**src/rtl/alu_seq.sv**
```systemverilog
// Registered ALU with valid/ready handshake, carry/zero/overflow flags and an out_valid pulse.
// Define ALU_SEQ_MUL_EN to make op 111 an iterative N-cycle shift-add multiply; otherwise op 111 is XOR.
module alu_seq #(
  parameter int N = 32
) (
  input  logic         clk,
  input  logic         rst,
  input  logic         in_valid,
  output logic         in_ready,
  input  logic [2:0]   op,
  input  logic [N-1:0] a,
  input  logic [N-1:0] b,
  input  logic         c_in,
  output logic         out_valid,
  output logic [N-1:0] result,
  output logic         c_out,
  output logic         zero,
  output logic         ovf
);

  localparam logic [2:0] OP_MOV = 3'b000;
  localparam logic [2:0] OP_NOT = 3'b001;
  localparam logic [2:0] OP_ADD = 3'b010;
  localparam logic [2:0] OP_SUB = 3'b011;
  localparam logic [2:0] OP_OR  = 3'b100;
  localparam logic [2:0] OP_AND = 3'b101;
  localparam logic [2:0] OP_SLT = 3'b110;
  localparam logic [2:0] OP_X   = 3'b111;

  logic [N-1:0] result_q;
  logic         c_out_q, zero_q, ovf_q, out_valid_q;

  logic [N:0]   sum_add, sum_sub;
  logic [N-1:0] alu_res_d;
  logic         alu_c_d, alu_ovf_d;

  assign sum_add = {1'b0, a} + {1'b0, b}  + {{N{1'b0}}, c_in};
  assign sum_sub = {1'b0, a} + {1'b0, ~b} + {{N{1'b0}}, c_in};

  // Single-cycle datapath; op 111 yields XOR here and is only used when MUL is not built.
  always_comb begin
    alu_res_d = '0;
    alu_c_d   = 1'b0;
    alu_ovf_d = 1'b0;
    case (op)
      OP_MOV: alu_res_d = a;
      OP_NOT: alu_res_d = ~a;
      OP_ADD: begin
        alu_res_d = sum_add[N-1:0];
        alu_c_d   = sum_add[N];
        alu_ovf_d = (a[N-1] == b[N-1]) && (sum_add[N-1] != a[N-1]);
      end
      OP_SUB: begin
        alu_res_d = sum_sub[N-1:0];
        alu_c_d   = sum_sub[N];
        alu_ovf_d = (a[N-1] != b[N-1]) && (sum_sub[N-1] != a[N-1]);
      end
      OP_OR:  alu_res_d = a | b;
      OP_AND: alu_res_d = a & b;
      OP_SLT: alu_res_d = {{(N-1){1'b0}}, ($signed(a) < $signed(b))};
      OP_X:   alu_res_d = a ^ b;
      default: alu_res_d = '0;
    endcase
  end

`ifdef ALU_SEQ_MUL_EN
  localparam int CW = $clog2(N);

  typedef enum logic {S_IDLE, S_MUL} state_t;

  state_t          state_q;
  logic [CW-1:0]   cnt_q;
  logic [2*N-1:0]  acc_q, mcand_q;
  logic [N-1:0]    mplier_q;
  logic [2*N-1:0]  acc_d;

  assign acc_d    = acc_q + (mplier_q[0] ? mcand_q : {(2*N){1'b0}});
  assign in_ready = (state_q == S_IDLE);

  always_ff @(posedge clk or posedge rst) begin
    if (rst) begin
      state_q     <= S_IDLE;
      cnt_q       <= '0;
      acc_q       <= '0;
      mcand_q     <= '0;
      mplier_q    <= '0;
      result_q    <= '0;
      c_out_q     <= 1'b0;
      zero_q      <= 1'b0;
      ovf_q       <= 1'b0;
      out_valid_q <= 1'b0;
    end else begin
      out_valid_q <= 1'b0;
      case (state_q)
        S_IDLE: begin
          if (in_valid) begin
            if (op == OP_X) begin
              state_q  <= S_MUL;
              cnt_q    <= CW'(N-1);
              acc_q    <= '0;
              mcand_q  <= {{N{1'b0}}, a};
              mplier_q <= b;
            end else begin
              result_q    <= alu_res_d;
              c_out_q     <= alu_c_d;
              ovf_q       <= alu_ovf_d;
              zero_q      <= (alu_res_d == '0);
              out_valid_q <= 1'b1;
            end
          end
        end
        S_MUL: begin
          acc_q    <= acc_d;
          mcand_q  <= mcand_q << 1;
          mplier_q <= mplier_q >> 1;
          cnt_q    <= cnt_q - 1'b1;
          // Last of N iterations: publish straight from the adder output.
          if (cnt_q == '0) begin
            state_q     <= S_IDLE;
            result_q    <= acc_d[N-1:0];
            c_out_q     <= |acc_d[2*N-1:N];
            ovf_q       <= 1'b0;
            zero_q      <= (acc_d[N-1:0] == '0);
            out_valid_q <= 1'b1;
          end
        end
        default: state_q <= S_IDLE;
      endcase
    end
  end
`else
  assign in_ready = 1'b1;

  always_ff @(posedge clk or posedge rst) begin
    if (rst) begin
      result_q    <= '0;
      c_out_q     <= 1'b0;
      zero_q      <= 1'b0;
      ovf_q       <= 1'b0;
      out_valid_q <= 1'b0;
    end else begin
      out_valid_q <= in_valid;
      if (in_valid) begin
        result_q <= alu_res_d;
        c_out_q  <= alu_c_d;
        ovf_q    <= alu_ovf_d;
        zero_q   <= (alu_res_d == '0);
      end
    end
  end
`endif

  assign result    = result_q;
  assign c_out     = c_out_q;
  assign zero      = zero_q;
  assign ovf       = ovf_q;
  assign out_valid = out_valid_q;

endmodule

```
**config.mk**
```make
export PLATFORM = sky130hd
export DESIGN_NAME = alu_seq
export DESIGN_NICKNAME = d
export VERILOG_FILES = /design/src/rtl/alu_seq.sv
export SDC_FILE = /design/constraint.sdc
export NUM_CORES = 1
export LEC_CHECK = 0
export CORE_MARGIN = 8
export CORE_UTILIZATION = 50
export DETAILED_ROUTE_END_ITERATION = 10
export DONT_BUFFER_PORTS = 1
export PLACE_DENSITY = 0.62
export SYNTH_ARGS = -nofsm -noshare
export SYNTH_HDL_FRONTEND = slang
export SYNTH_SLANG_ARGS = --single-unit
```
**constraint.sdc**
```tcl
create_clock -name clk -period 1.1 [get_ports clk]
set_input_delay 0.11 -clock clk [delete_from_list [all_inputs] [get_ports clk]]
set_output_delay 0.11 -clock clk [all_outputs]
set_load 0.01 [all_outputs]
```
==> results of run 1 <==
## worst paths after layout
path / end / from / cells after the start
setup / recovery: zero$_DFFE_PP0P_ / a[0] / 16
hold / removal: result[3]$_DFFE_PP0P_ / in_valid / 2
setup reg to reg: result[12]$_DFFE_PP0P_ / result[12]$_DFFE_PP0P_ / 1
hold reg to reg: result[22]$_DFFE_PP0P_ / result[22]$_DFFE_PP0P_ / 2
max in group asynchronous: c_out$_DFFE_PP0P_ / rst / 3
min in group asynchronous: result[24]$_DFFE_PP0P_ / rst / 3
## power by group
part | leakage [nW] | internal (mW) | total (mW) | switching (mW)
combinational | 4.87 | 3.10 | 6.27 | 3.17
sequential | 0.430 | 1.53 | 1.80 | 0.270
clock | 0.0798 | 1.06 | 1.61 | 0.547
total | 5.38 | 5.69 | 9.68 | 3.99
## routing by layer
layer / wire (um) / vias to the layer above / global-route usage
met2: 15900 / 614 / 0.545
li1: - / 4577 / -
met4: 2030 / 0 / 0.159
met5: 0 / - / 0
met3: 3110 / 177 / 0.0560
met1: 12900 / 4692 / 0.394
## critical path: cells and delay by family
family                   cells  cell delay [ns]
buffers and inverters        2             0.13
adder cells (fa/ha/maj)      2             0.63
multiplexers                 1             0.32
AND/OR/NAND/NOR              7             1.09
AO/OA/AOI/OAI                4             1.08
## Yosys cell counts (5+ instances only)
cell,n
a221o_1,7
o21a_1,9
a31oi_1,17
a21oi_1,115
clkbuf_1,37
o31ai_1,14
nor3_1,36
buf_2,19
o21ai_0,74
o21bai_1,11
o22ai_1,12
or3_1,10
o221ai_1,7
a2111oi_0,5
dfrtp_1,36
o21ai_1,5
o2bb2ai_1,7
xnor2_1,24
buf_1,10
nor2b_1,9
xor2_1,8
nand2_1,85
a21o_1,14
a211oi_1,16
o31a_1,6
mux2i_1,6
inv_1,103
nor2_1,99
nand4_1,10
buf_4,5
a221oi_1,14
o211ai_1,15
nand3_1,18
nand2b_1,13
ha_1,106
nor4_1,6
a211o_1,5
mux2_2,12
and3_1,6
## final cells by class
cell class,instances,area [um^2],area share
clock inverter,3,42.5,0.00359
tap,211,264,0.0223
timing repair buffer,358,2820,0.238
multi-input combinational,886,7250,0.611
clock buffer,5,125,0.0105
sequential,36,901,0.0759
inverter,105,459,0.0387
## placed cells by master, fill, tap and decap left out, types with 9 or more instances in the layout
master and count:
or3_1 9, inv_2 13, o21a_1 9, nor3_2 9, ha_4 17, nand3_1 16, buf_6 19, a21oi_1 97
inv_1 80, a21oi_2 17, nand2b_1 13, o21ai_1 17, xnor2_1 19, ha_1 85, a211oi_1 11, o22ai_1 10
a31oi_1 9, a21o_1 13, o21ai_2 11, buf_4 332, nand2_1 83, nor3_1 26, nand4_1 10, dfrtp_1 36
o211ai_1 15, o21ai_0 50, a221oi_1 10, o21bai_1 9, nor2_1 93
## cells by family (layout without fill, tap and decap cells)
kind of cell	Yosys count	count (layout)	synth area share
simple gates	320	320	0.197
other cells	1	1	0.000480
flops	36	36	0.115
fa+ha+maj	110	110	0.180
compound gates	405	405	0.353
xor+xnor	32	32	0.0359
mux	18	18	0.0250
buf+inv	178	471	0.0929
## flip-flops by register name, indices dropped and copies added, names as in the netlist
| signal | flops |
|---|---|
| result | 32 |
| c_out | 1 |
| out_valid | 1 |
| zero | 1 |
| ovf | 1 |
## metrics by stage
step	power [mW]	utilization
finish	9.68	0.778
global route	10.2	0.778
CTS	9.37	0.762
detailed placement	7.06	0.690
global placement	7.00	0.690
floorplan	4.83	-
## repair_timing
item	in CTS	in global routing
pin swaps	48	66
setup buffers	39	17
resized for setup	134	59
endpoints found under the setup margin	35	36
hold endpoints to repair	60	0
hold buffers	3	0
==> impl_results.md, run 1 <==
* Crit. End Element: register
* Area grow syn2layout at 51.9%
* Largest net degree at the start of global routing at 67
* Primary FF master, synth: dfrtp_1
* Cells along the critical path: clkinvlp_4 -> fa_2 -> inv_2 -> fa_2 -> nand2b_1 -> a211o_1 -> nand2_2 -> a211oi_4 -> nor2b_1 -> nor2_1 -> mux2_4 -> a211oi_1 -> nand4b_1 -> nor4_2 -> nand4bb_1 -> o41ai_2
* Die width at 141 um
* Post-synth EDFFs at 0
* Residual DRC at 0
* Max-cap violations at 0
* Cell total after placement at 1558
* Post-synthesis cell type count at 92
* Hold Crit Class: input pin to register
* Final worst slack at -2.10 ns
* Worst-Skew Late Latency at 0.27 ns
* Crit-path max cell delay at 0.41 ns
* Final Hold Slack at -0.00350 ns
* Clk slew on worst S/H paths at 0.06 ns
* CP max-delay cell: a211oi_4
* Top cell type by total area after synthesis: ha_1
* RSZ-0062 raised after global routing: yes
* Routed vias/inst at 6.27
* Failing checks: negative hold slack, negative setup slack
* CP Data Required Time at 1.28 ns
* GPL Wtd Cong at 1.01
* Startpoint Class: input pin
* CTS tree: yes
* Cell row count at 45
* Worst R2R Setup Slack at 0.25 ns
* CTS root buf: clkbuf_16
* Period utilisation layout at 2.91
* Post-route cell area at 11900 um^2
* Most used cell, CP: fa_2
* Mapped cell area at 7810 um^2
* Final hold vios at 2
* Dpl hpwl at 25400 um
* Synth async-reset ratio at 1.00
* I/O pin cnt at 108
* Fin cells at 1604
* Min Tclk post-route at 3.20 ns
* Worst vdd ir at 0.760 mV
* Setup CP Type: input pin to register
* Fmax at 313 MHz
* Pwr dens at 816 nW/um^2
* Slew Limit Fails at 0
* Share of cells above drive strength 1 at 0.406
* Initial antenna violation count at 0
* Slew HR at 0.119
* Yosys top cell area share at 0.170
* WL final at 34000 um
* DR pass1 iterations at 6
* Pleak at 5.38 nW
* DRT iter0 DRCs at 1001
* Clock Path Buffers at 2
* Top area cells in the synthesized netlist: ha_1 17%, dfrtp_1 12%, a21oi_1 7.4%
* Post-Syn Area per Cell at 7.10 um^2
* Number of synthesized register bits at 36
* PortBufs at 0
* Arr. time, crit path at 3.37 ns
* Via count at 10100
* Final nets at 1573
* # clock sinks at 36
* Initial core utilization at 0.512
* Status: finished with violations
* Core area at 15300 um^2
* TNS Setup at -51.68 ns
* CP Max Fanout at 6
* WL per Instance at 21.2 um
* N_diodes at 0
* Final Skew at 0 ns
* Layout fillers at 1176
* Vias in the first global route at 9660
* First-pass GRT wire length at 52300 um
* Worst Max-Slew Pin Slew at 1.32 ns
* Setup-failing EPs final at 35
* Sequential share of the synthesized area at 0.115
* Synth Net Count at 1281
* CTS buffer count at 5
* Total track usage at 0.324
* Place WS at -2.40 ns
* Die ar. at 19900 um^2
* Yosys warning count at 0
* H-tree depth at 2
* Post-Syn Instances at 1100
* Die Height at 141 um
* Total grt overflow at 0
* DRT antenna net count at 0
* Area after DPL at 10500 um^2
Note: power is estimated with default switching activity, not from simulation.
==> run 2, diff against run 1 <==
--- a/config.mk
+++ b/config.mk
@@ -11,4 +11,5 @@
 export DONT_BUFFER_PORTS = 1
 export PLACE_DENSITY = 0.62
+export SKIP_CTS_REPAIR_TIMING = 1
 export SYNTH_ARGS = -nofsm -noshare
 export SYNTH_HDL_FRONTEND = slang
==> constraint.sdc (replaced) <==
create_clock -name clk -period 1.1 [get_ports clk]
set_input_delay 0.055 -clock clk [delete_from_list [all_inputs] [get_ports clk]]
set_output_delay 0.055 -clock clk [all_outputs]
set_load 0.01 [all_outputs]
==> run 2 against run 1 <==
Net effect: the flow still finishes with violations (negative hold slack, negative setup slack); first-iteration DRC count is 4.8% higher; worst hold slack worse by 0.20 ns; clock power hardly changed; worst setup slack better by 0.064 ns; sequential power hardly changed; power is 4.3% lower; utilization is 3.5 points lower; routed wire length is 3.8% lower; critical path depth is 1 higher; largest power group unchanged; highest routed layer unchanged.
==> impl_results.md, run 2 (synthesized netlist as in run 1, its figures left out) <==
* Share of cells above drive strength 1 at 0.368
* Cells along the critical path: clkinvlp_4 -> fa_2 -> inv_2 -> fa_2 -> nand2b_4 -> a211o_4 -> a31oi_4 -> buf_6 -> a21oi_4 -> xnor2_1 -> a21oi_1 -> a21oi_2 -> nor4b_4 -> nand4b_1 -> nor4_2 -> nand4bb_1 -> o41ai_2
* CTS buffer count at 5
* Total grt overflow at 0
* R2R depth at 1
* Crit Reg-Reg Endpoint: result[4]$_DFFE_PP0P_
* Cell row count at 45
* Pleak at 5.19 nW
* Most frequent cells in the layout: 314 x buf_4, 101 x a21oi_1, 97 x nor2_1
* Hold Crit Class: input pin to register
* Initial antenna violation count at 0
* CP max-delay cell: fa_2
* Via count at 9582
* Final Skew at 0 ns
* RSZ-0062 raised after global routing: yes
* DRT antenna net count at 0
* Worst Max-Slew Pin Slew at 0.728 ns
* Pint at 5.47 mW
* Max-cap violations at 0
* WL final at 32700 um
* Dpl hpwl at 25500 um
* Storage cell area at 901 um^2
* Slew HR at 0.511
* First-pass GRT wire length at 50000 um
* Residual DRC at 0
* Area grow syn2layout at 45.0%
* Crit. End Element: register
* Failing checks: negative hold slack, negative setup slack
* # clock sinks at 36
* Clock power share at 0.173
* WL per Instance at 20.7 um
* Max reg flops at 32
* Fin cells at 1578
* Slew Limit Fails at 0
* DRT iter0 DRCs at 1049
* Core area at 15300 um^2
* CP Data Required Time at 1.28 ns
* DR pass1 iterations at 5
* Final Hold Slack at -0.200 ns
* Die ar. at 19900 um^2
* H-tree depth at 2
* Total track usage at 0.313
* Final hold vios at 26
* Worst R2R Setup Slack at 0.28 ns
* Hold endpoint: out_valid$_DFF_PP0_
* PortBufs at 0
* Worst Hold Path Cells at 0
* CTS tree: yes
* Startpoint Class: input pin
* Psw at 3.80 mW
* I/O pin cnt at 108
* Hold_sp: in_valid
* Setup CP Type: input pin to register
* Cell total after placement at 1561
* Layout fillers at 1261
* Final worst slack at -2.03 ns
* Area after DPL at 10600 um^2
* Setup-failing EPs final at 35
* Switching part of the total at 0.410
* Clk slew on worst S/H paths at 0.06 ns
* Logic pwr share at 0.632
* Clock Path Buffers at 2
* Initial core utilization at 0.512
* Post-route cell area at 11300 um^2
* Vias in the first global route at 9114
* Fmax at 319 MHz
* Power share of the sequential group at 0.195
* CP Max Fanout at 5
* Worst-Skew Late Latency at 0.28 ns
* Crit-path max cell delay at 0.42 ns
* Period utilisation layout at 2.85
* Routed vias/inst at 6.07
* Most used cell, CP: fa_2
* Delay-heaviest family, CP: compound AO/OA/AOI/OAI gates
* Die Height at 141 um
* Worst R2R Start: result[4]$_DFFE_PP0P_
* Status: finished with violations
* Largest net degree at the start of global routing at 67
* Pwr dens at 818 nW/um^2
* Commonest non-fill, non-tap cell in the layout: buf_4
* Final nets at 1547
* Die width at 141 um
* Power Total at 9.27 mW
* CTS root buf: clkbuf_16
* Arr. time, crit path at 3.32 ns
* Multi-input logic area at 6960 um^2
* Min Tclk post-route at 3.13 ns
* GPL Wtd Cong at 1.00
* Worst vdd ir at 0.720 mV
* CP bufs+invs at 3
* N_diodes at 0
-- run 2: cell types whose count changed in the layout (fill, tap and decap cells not counted), sizes merged --
| cell | previous run | this run |
|---|---|---|
| buf | 355 | 331 |
| dlygate4sd3 | 2 | 1 |
| dlymetal6s2s | 1 | 0 |
-- run 2: power groups by stage --
stage               Clock, mW  Combinational [mW]  Sequential (mW)
floorplan                   0                3.08             1.75
global placement            0                5.19             1.83
detailed placement          0                5.26             1.83
CTS                      1.61                5.30             1.81
global route             1.67                6.27             1.83
finish                   1.61                5.86             1.81
-- run 2: cell type report --
cell class | instances | area share
inverters | 105 | 0.0379
well taps | 211 | 0.0233
clock buffers | 5 | 0.0110
flip-flops and latches | 36 | 0.0795
clock inverters | 3 | 0.00376
repair buffers | 332 | 0.230
multi-input cells | 886 | 0.615
-- run 2: through the flow --
stage | hold slack, ns | TNS (ns) | setup slack, ns | utilization
finish | -0.200 | -44.75 | -2.03 | 0.742
global route | -0.207 | -48.47 | -2.20 | 0.742
CTS | -0.224 | -45.00 | -2.09 | 0.703
detailed placement | 0.0680 | -54.88 | -2.43 | 0.692
global placement | 0.0674 | -52.76 | -2.25 | 0.692
floorplan | 0.0864 | -38.24 | -1.85 | -
-- run 2: per-layer routing --
metal / wire length [um] / up-vias / global-route usage
li1: - / 4532 / -
met5: 0 / - / 0
met2: 15500 / 468 / 0.531
met3: 2650 / 103 / 0.0520
met1: 13000 / 4479 / 0.385
met4: 1580 / 0 / 0.132
-- run 2: worst max-delay path by stage --
stage / startpoint / endpoint / slack, ns / cells past startpoint
2_1_floorplan: a[0] / zero$_DFFE_PP0P_ / -1.85 / 16
3_3_place_gp: a[0] / zero$_DFFE_PP0P_ / -2.25 / 16
3_5_place_dp: b[0] / zero$_DFFE_PP0P_ / -2.43 / 16
4_1_cts: b[0] / zero$_DFFE_PP0P_ / -2.09 / 16
5_1_grt: a[0] / zero$_DFFE_PP0P_ / -2.20 / 17
6_report: a[0] / zero$_DFFE_PP0P_ / -2.03 / 17
==> run 3, diff against run 2 <==
SKIP_CTS_REPAIR_TIMING = default   (was 1)
==> run 3 against run 2 <==
Net effect: the run still ends with negative hold slack, negative setup slack left; power is 5.7% higher; highest routed layer unchanged; final cell count rose by 1.6%; global-route usage increased by 1.9 points.
==> impl_results.md, run 3 (synthesized netlist as in run 1, its figures left out) <==
* Commonest non-fill, non-tap cell in the layout: buf_4
* Failing checks: negative hold slack, negative setup slack
* Period utilisation layout at 2.83
* Cell row count at 45
* Power Total at 9.79 mW
* Final hold vios at 25
* Max-cap violations at 0
* Logic pwr share at 0.651
* Total grt overflow at 0
* Worst vdd ir at 0.680 mV
* Startpoint Class: input pin
* Clk slew on worst S/H paths at 0.06 ns
* Area after DPL at 10600 um^2
* Fin cells at 1603
* Crit Reg-Reg Endpoint: result[4]$_DFFE_PP0P_
* Final Skew at 0 ns
* Final worst slack at -2.02 ns
* Clock power share at 0.164
* First-pass GRT wire length at 53200 um
* Slew HR at 0.632
* Slew Limit Fails at 0
* Min Tclk post-route at 3.12 ns
* Largest net degree at the start of global routing at 67
* I/O pin cnt at 108
* Power share of the sequential group at 0.184
* WL final at 34200 um
* Pwr dens at 817 nW/um^2
* DR pass1 iterations at 7
* Worst Hold Path Cells at 0
* Post-route cell area at 12000 um^2
* Status: finished with violations
* Cell total after placement at 1561
* CP Data Required Time at 1.28 ns
* RSZ-0062 raised after global routing: yes
* Via count at 9872
* Area grow syn2layout at 53.4%
* Setup CP Type: input pin to register
* N_diodes at 0
* DRT iter0 DRCs at 1057
* Multi-input logic area at 7350 um^2
* Routed vias/inst at 6.16
* Worst-Skew Late Latency at 0.28 ns
* GPL Wtd Cong at 1.00
* Initial antenna violation count at 0
* Hold endpoint: out_valid$_DFF_PP0_
* Dpl hpwl at 25500 um
* Die ar. at 19900 um^2
* Storage cell area at 901 um^2
* Final Hold Slack at -0.199 ns
* R2R depth at 1
* Worst R2R Setup Slack at 0.27 ns
* # hold bufs at CTS at 2
* CTS buffer count at 5
* # clock sinks at 36
* DRT antenna net count at 0
* Psw at 4.04 mW
* Share of cells above drive strength 1 at 0.414
* Residual DRC at 0
* Total track usage at 0.332
* Worst R2R Start: result[4]$_DFFE_PP0P_
* Layout fillers at 1118
* Most frequent cells in the layout: 327 x buf_4, 94 x a21oi_1, 93 x nor2_1
* Clock Path Buffers at 2
* Crit. End Element: register
* CTS tree: yes
* Initial core utilization at 0.512
* Die Height at 141 um
* Pleak at 5.39 nW
* Vias in the first global route at 9692
* Hold_sp: in_valid
* Switching part of the total at 0.413
* Max reg flops at 32
* Setup-failing EPs final at 35
* Final nets at 1572
* CTS root buf: clkbuf_16
* Arr. time, crit path at 3.30 ns
* H-tree depth at 2
* Worst Max-Slew Pin Slew at 0.552 ns
* Hold Crit Class: input pin to register
* Die width at 141 um
* CP Max Fanout at 3
* Pint at 5.75 mW
* WL per Instance at 21.4 um
* Fmax at 321 MHz
* Core area at 15300 um^2
* PortBufs at 0
==> run 3: cell count changes in the layout (fill, tap and decap cells not counted), moves of 7 or more <==
cell,before,now
buf_4,314,327
inv_1,88,80
ha_1,91,81
buf_6,12,22
a21oi_1,101,94
==> run 3: layout make-up <==
cell class / instances / area share
clock buffer: 5 / 0.0104
timing repair buffer: 357 / 0.237
sequential: 36 / 0.0752
multi-input combinational: 886 / 0.613
inverter: 105 / 0.0385
clock inverter: 3 / 0.00355
tap: 211 / 0.0220
==> run 3: worst max-delay path by stage <==
stage / slack (ns) / endpoint / cells past startpoint / from
6_report: -2.02 / zero$_DFFE_PP0P_ / 16 / a[0]
5_1_grt: -2.18 / zero$_DFFE_PP0P_ / 16 / a[0]
4_1_cts: -1.96 / zero$_DFFE_PP0P_ / 15 / a[0]
3_5_place_dp: -2.43 / zero$_DFFE_PP0P_ / 16 / b[0]
3_3_place_gp: -2.25 / zero$_DFFE_PP0P_ / 16 / a[0]
2_1_floorplan: -1.85 / zero$_DFFE_PP0P_ / 16 / a[0]
==> run 3: timing repair <==
item / in CTS / in global routing
resized for setup: 133 / 75
setup endpoints to repair: 35 / 35
pin swaps: 73 / 88
hold endpoints to repair: 62 / 25
setup buffers: 27 / 21
cloned: 0 / 0
==> run 3: critical path: stages <==
cell and delay [ns]:
clkinvlp_4 0.07, fa_2 0.23, inv_2 0.04, fa_2 0.35
a21o_4 0.25, a31oi_4 0.22, o31ai_2 0.10, o21ai_2 0.21
a41oi_2 0.22, xnor2_1 0.20, a221o_1 0.31, o221ai_2 0.18
nand4b_1 0.15, nor4_2 0.34, nand4bb_1 0.15, o41ai_2 0.20
==> run 3: power by group through the flow <==
stage | Combinational, mW | Sequential (mW) | Clock [mW]
after floorplan | 3.08 | 1.75 | 0
after detailed placement | 5.26 | 1.83 | 0
after CTS | 5.83 | 1.81 | 1.61
final | 6.38 | 1.80 | 1.61
after global placement | 5.19 | 1.83 | 0
after global routing | 6.78 | 1.83 | 1.66
==> run 3: metal layers <==
| layer | track usage | vias to the layer above | share of wire |
|---|---|---|---|
| met5 | 0 | - | 0 |
| li1 | - | 4571 | - |
| met4 | 0.160 | 0 | 0.054 |
| met3 | 0.0537 | 141 | 0.089 |
| met2 | 0.565 | 550 | 0.47 |
| met1 | 0.399 | 4610 | 0.38 |
==> run 3: metrics by stage <==
stage	hold slack, ns	worst slack, ns	util	TNS (ns)
floorplan	0.0864	-1.85	-	-38.24
global placement	0.0674	-2.25	0.692	-52.76
detailed placement	0.0680	-2.43	0.692	-54.88
CTS	-0.202	-1.96	0.755	-42.26
global route	-0.205	-2.18	0.785	-47.01
finish	-0.199	-2.02	0.785	-43.93
